<file path="src/rtl/router_sync_param.sv">
// rtl/router_sync_param.sv - address latch, one-hot write decode, full mux, valid and timeout soft resets for N FIFOs
module router_sync_param #(
    parameter int N       = 3,
    parameter int AW      = 2,
    parameter int TIMEOUT = 30,
    parameter int SRST_EN = 1
) (
    input  logic          clk,
    input  logic          rst,
    input  logic          detect_add,
    input  logic [AW-1:0] addr_in,
    input  logic          write_enb_reg,
    input  logic [N-1:0]  read_enb,
    input  logic [N-1:0]  empty,
    input  logic [N-1:0]  full,
    output logic [N-1:0]  write_enb,
    output logic [N-1:0]  vld_out,
    output logic          fifo_full,
    output logic [N-1:0]  soft_rst,
    output logic          addr_err
);

    localparam int CW = $clog2(TIMEOUT);
    localparam logic [AW:0] N_W = (AW+1)'(N);
    localparam logic [CW-1:0] CNT_LAST = CW'(TIMEOUT - 1);

    if ((2 ** AW) < N || TIMEOUT < 2 || N < 1 || N > 16) begin : g_bad_params
        $fatal(1, "router_sync_param: illegal N/AW/TIMEOUT combination");
    end

    logic [AW-1:0] addr_reg;
    logic          addr_vld;

    always_ff @(posedge clk or posedge rst) begin
        if (rst) begin
            addr_reg <= '0;
            addr_vld <= 1'b0;
            addr_err <= 1'b0;
        end else begin
            addr_err <= 1'b0;
            if (detect_add) begin
                addr_reg <= addr_in;
                addr_vld <= ({1'b0, addr_in} < N_W);
                addr_err <= ({1'b0, addr_in} >= N_W);
            end
        end
    end

    // Decode and full mux share the old addr_reg, so a same-cycle header does not redirect the write.
    always_comb begin
        write_enb = '0;
        fifo_full = 1'b0;
        for (int i = 0; i < N; i++) begin
            if (addr_vld && (addr_reg == AW'(i))) begin
                write_enb[i] = write_enb_reg;
                fifo_full    = full[i];
            end
        end
    end

    assign vld_out = ~empty;

    for (genvar g = 0; g < N; g++) begin : g_chan
        if (SRST_EN != 0) begin : g_srst
            logic [CW-1:0] cnt;
            logic          stall;

            assign stall = vld_out[g] & ~read_enb[g];

            always_ff @(posedge clk or posedge rst) begin
                if (rst) begin
                    cnt         <= '0;
                    soft_rst[g] <= 1'b0;
                end else if (!stall) begin
                    cnt         <= '0;
                    soft_rst[g] <= 1'b0;
                end else if (cnt == CNT_LAST) begin
                    cnt         <= '0;
                    soft_rst[g] <= 1'b1;
                end else begin
                    cnt         <= cnt + CW'(1);
                    soft_rst[g] <= 1'b0;
                end
            end
        end else begin : g_no_srst
            assign soft_rst[g] = 1'b0;
        end
    end

endmodule
</file>
<file path="config.mk">
export PLATFORM = sky130hd
export DESIGN_NAME = router_sync_param
export DESIGN_NICKNAME = d
export VERILOG_FILES = /design/src/rtl/router_sync_param.sv
export SDC_FILE = /design/constraint.sdc
export NUM_CORES = 1
export LEC_CHECK = 0
export CORE_MARGIN = 8
export CORE_UTILIZATION = 50
export CTS_BUF_LIST = sky130_fd_sc_hd__clkbuf_16
export CTS_CLUSTER_DIAMETER = 50
export DETAILED_ROUTE_END_ITERATION = 7
export PLACE_DENSITY = 0.82
export SYNTH_ARGS = -nofsm -noshare
export SYNTH_HDL_FRONTEND = slang
export SYNTH_SLANG_ARGS = --single-unit
</file>
<file path="constraint.sdc">
create_clock -name clk -period 2.1 [get_ports clk]
set_clock_uncertainty 0.1 [all_clocks]
set_input_delay 0.42 -clock clk [delete_from_list [all_inputs] [get_ports clk]]
set_output_delay 0.42 -clock clk [all_outputs]
set_load 0.01 [all_outputs]
</file>
==> metrics list <==
- The clock passes through at most 2 buffers.
- Critical path start-end classification: in2out
- Final worst hold slack: 388.9 ps
- Area of the die: 3584 sq um
- After global routing the overflow that remains totals 0.
- The flow ran to the end, and the final reports show no timing, DRC or antenna violations.
- Hold WC Path Type: reg2reg
- For this run, the total global-route usage over all layers was measured as 11.60%.
- Final critical-path required period: 1983 ps
* CTS HTree Levels: 1
- Setup-violating endpoint count in the final report: 0
- TritonCTS clock tree: built
- Cell area power density: 703.5 nW/um^2
- The initial utilization of the core area, before any placement, comes to 51.13%.
- Arrival time at the worst endpoint: 1460 ps
- Measured along the x axis, the die boundary spans 59.87 microns.
* Number of cell rows: 16
- Yosys synthesis warning count: 0
- P&R area growth vs syn: 37.97%
- Via count: 731
* Diodes inserted: 0
* LEAKAGE: 0.6199 nW
- Sink Count: 22
- The detailed router finished its first iteration with 6 violations.
* Critical path fanouts, max: 3
* Synthesized cell area: 962.2 sq um
- Post-synth net total: 111
- Final Max Tran Viols: 0
- Measured along the y axis, the die boundary spans 59.87 microns.
* Highest cell delay on the worst timing path: 530 ps
- Among cell families on the critical path, the largest total delay comes from buffers and inverters.
* Count of endpoints failing hold in the final timing report: 0
- Maximum number of pins on one net before global-route repair: 23
- Quantity of gates resized following cts: 4
* Actual slew at the worst max-slew pin: 270.2 ps
* Slew HR: 81.99%
- Total power: 933.9 uW
- Buffers inserted to repair hold after CTS numbered 0.
- Flip-flop and latch count after synthesis: 22
* Element type at the critical path end: primary output
* Fin nets: 142
- After detailed routing, the number of vias per cell comes to 4.973.
* Slowest cell on crit path: clkdlybuf4s50_1
* Number of different library cells in the post-synthesis netlist: 17
* Clock Root Buffer: clkbuf_16
- Max-cap viol count: 0
* Sequential cell area fraction in the yosys report: 57.22%
- RSZ-0062 raised after global routing: false
- 26 I/O pins were placed.
* DR pass1 iterations: 4
- Clock-pin slew was measured on the worst setup and hold paths at 50 ps.
- Top cell by count, worst path: clkdlybuf4s50_1
- The core region is 1882 sq um.
- Number of remaining DRC errors: 0
- Buffers placed on the I/O ports in this run total 25.
- Across the VDD grid, the largest voltage drop is 0.0005581 V.
* Fraction of layout instances using a drive strength above 1: 3.333%
- Wire length per cell after detailed routing: 12.40 microns
- Final HPWL DP: 1441 microns
- The signal on the critical path passes through clkdlybuf4s50_1 -> inv_1 -> clkdlybuf4s50_1.
- Max FFs per register: 15
* Number of global-route vias before repair: 753
* Number of nets still failing antenna checks after routing: 0
* Total wirelength of the detailed-routed design: 1823 microns
- The final critical path takes up 94.43% of the cycle.
* Startpoint class of the critical path: input port
* Maximum frequency from static timing analysis: 504.3 MHz
- After clock tree synthesis, the setup repair step added 0 buffers.
* Number of buffers inserted during clock tree synthesis: 3
* Post-Syn Instances: 90
- Average footprint of a synthesized cell: 10.69 sq um
- The number of buffers and inverters on the critical path is 3.
- The first global-routing pass estimated 3105 microns of wire.
- The initial antenna violation count came to 0.
- At the worst endpoint, the required time is 1580 ps.
- For the worst-skew pair, the clock arrives at the later sink with an insertion delay of 250 ps.
* Final Wtd Congestion: 0.7382
==> cells in the final DEF, fill, tap and decap left out, types with 3 or more instances in the layout <==
cell,netlist,layout
inv_1,7,7
clkbuf_16,0,3
xnor2_1,3,3
nand4_1,3,3
nor2_1,20,20
clkdlybuf4s50_1,0,21
ha_1,6,6
dfrtp_1,22,22
nor3_1,4,4
nand2_1,4,4
xor2_1,6,6
dlygate4sd2_1,0,4
nand3_1,6,6
==> cell usage after synthesis <==
master,instances,area [sq um]
nor2_1,20,75.07
inv_1,7,26.28
nand4_1,3,18.77
and3_1,1,6.260
and2_1,1,6.260
mux2_1,2,22.52
xnor2_1,3,26.28
nand3_1,6,30.03
nor3b_1,2,15.01
dfrtp_1,22,550.5
nand3b_1,1,7.510
nand2_1,4,15.01
mux2i_1,1,10.01
nor3_1,4,20.02
ha_1,6,75.07
xor2_1,6,52.55
o21ai_1,1,5.000
==> final timing paths <==
kind	from	endpoint	slack [ps]	cells past startpoint
worst max-delay path	empty[2]	vld_out[2]	120	3
worst min-delay path	g_chan[1].g_srst.cnt[0]	g_chan[1].g_srst.cnt[0]	390	1
worst max register to register	g_chan[2].g_srst.cnt[1]	g_chan[2].g_srst.cnt[4]	920	5
worst min register to register	g_chan[1].g_srst.cnt[0]	g_chan[1].g_srst.cnt[0]	390	1
max in group asynchronous	rst	g_chan[2].g_srst.cnt[0]	1290	3
min in group asynchronous	rst	addr_vld	400	3
==> power by group <==
part	leakage [nW]	switching [mW]	internal, mW
clock network	0.0385	0.141	0.254
registers	0.295	0.0126	0.436
logic	0.286	0.0385	0.0520
total	0.620	0.193	0.741
==> cell families (layout without fill, tap and decap cells) <==
kind of cell | count (synthesis) | in the layout | share of synthesized area (%)
compound gates | 1 | 1 | 0.5197
xor+xnor | 9 | 9 | 8.193
fa+ha+maj | 6 | 6 | 7.802
buf+inv | 7 | 37 | 2.731
flops | 22 | 22 | 57.22
mux | 3 | 3 | 3.381
simple gates | 42 | 42 | 20.16
==> layer usage <==
metal  wire [microns]  vias up  GRT usage [%]
met3              106        5          3.656
met4               32        0          6.122
li1                 -      354              -
met5                0        -              0
met1              763      353          11.22
met2              920       19          21.23
==> cell type report <==
class                   instances  area [sq um]
clock inverters                 1         3.754
flip-flops and latches         22         550.5
clock buffers                   3         75.07
repair buffers                 26         252.7
fillers                       158         554.3
well taps                      27         33.78
multi-input cells              61         385.4
inverters                       7         26.28
==> per-stage QoR <==
stage	setup TNS, ps	cells	instance area, sq um	util (%)	setup WS (ps)
2_1_floorplan	0	90	962.2	-	761.4
3_3_place_gp	-424.0	143	1254	66.62	-127.2
3_5_place_dp	-508.8	143	1254	66.62	-175.3
4_1_cts	0	147	1328	70.55	112.5
5_1_grt	0	147	1328	70.55	73.29
6_report	0	147	1328	70.55	116.9
(Power assumes the default switching activity.)
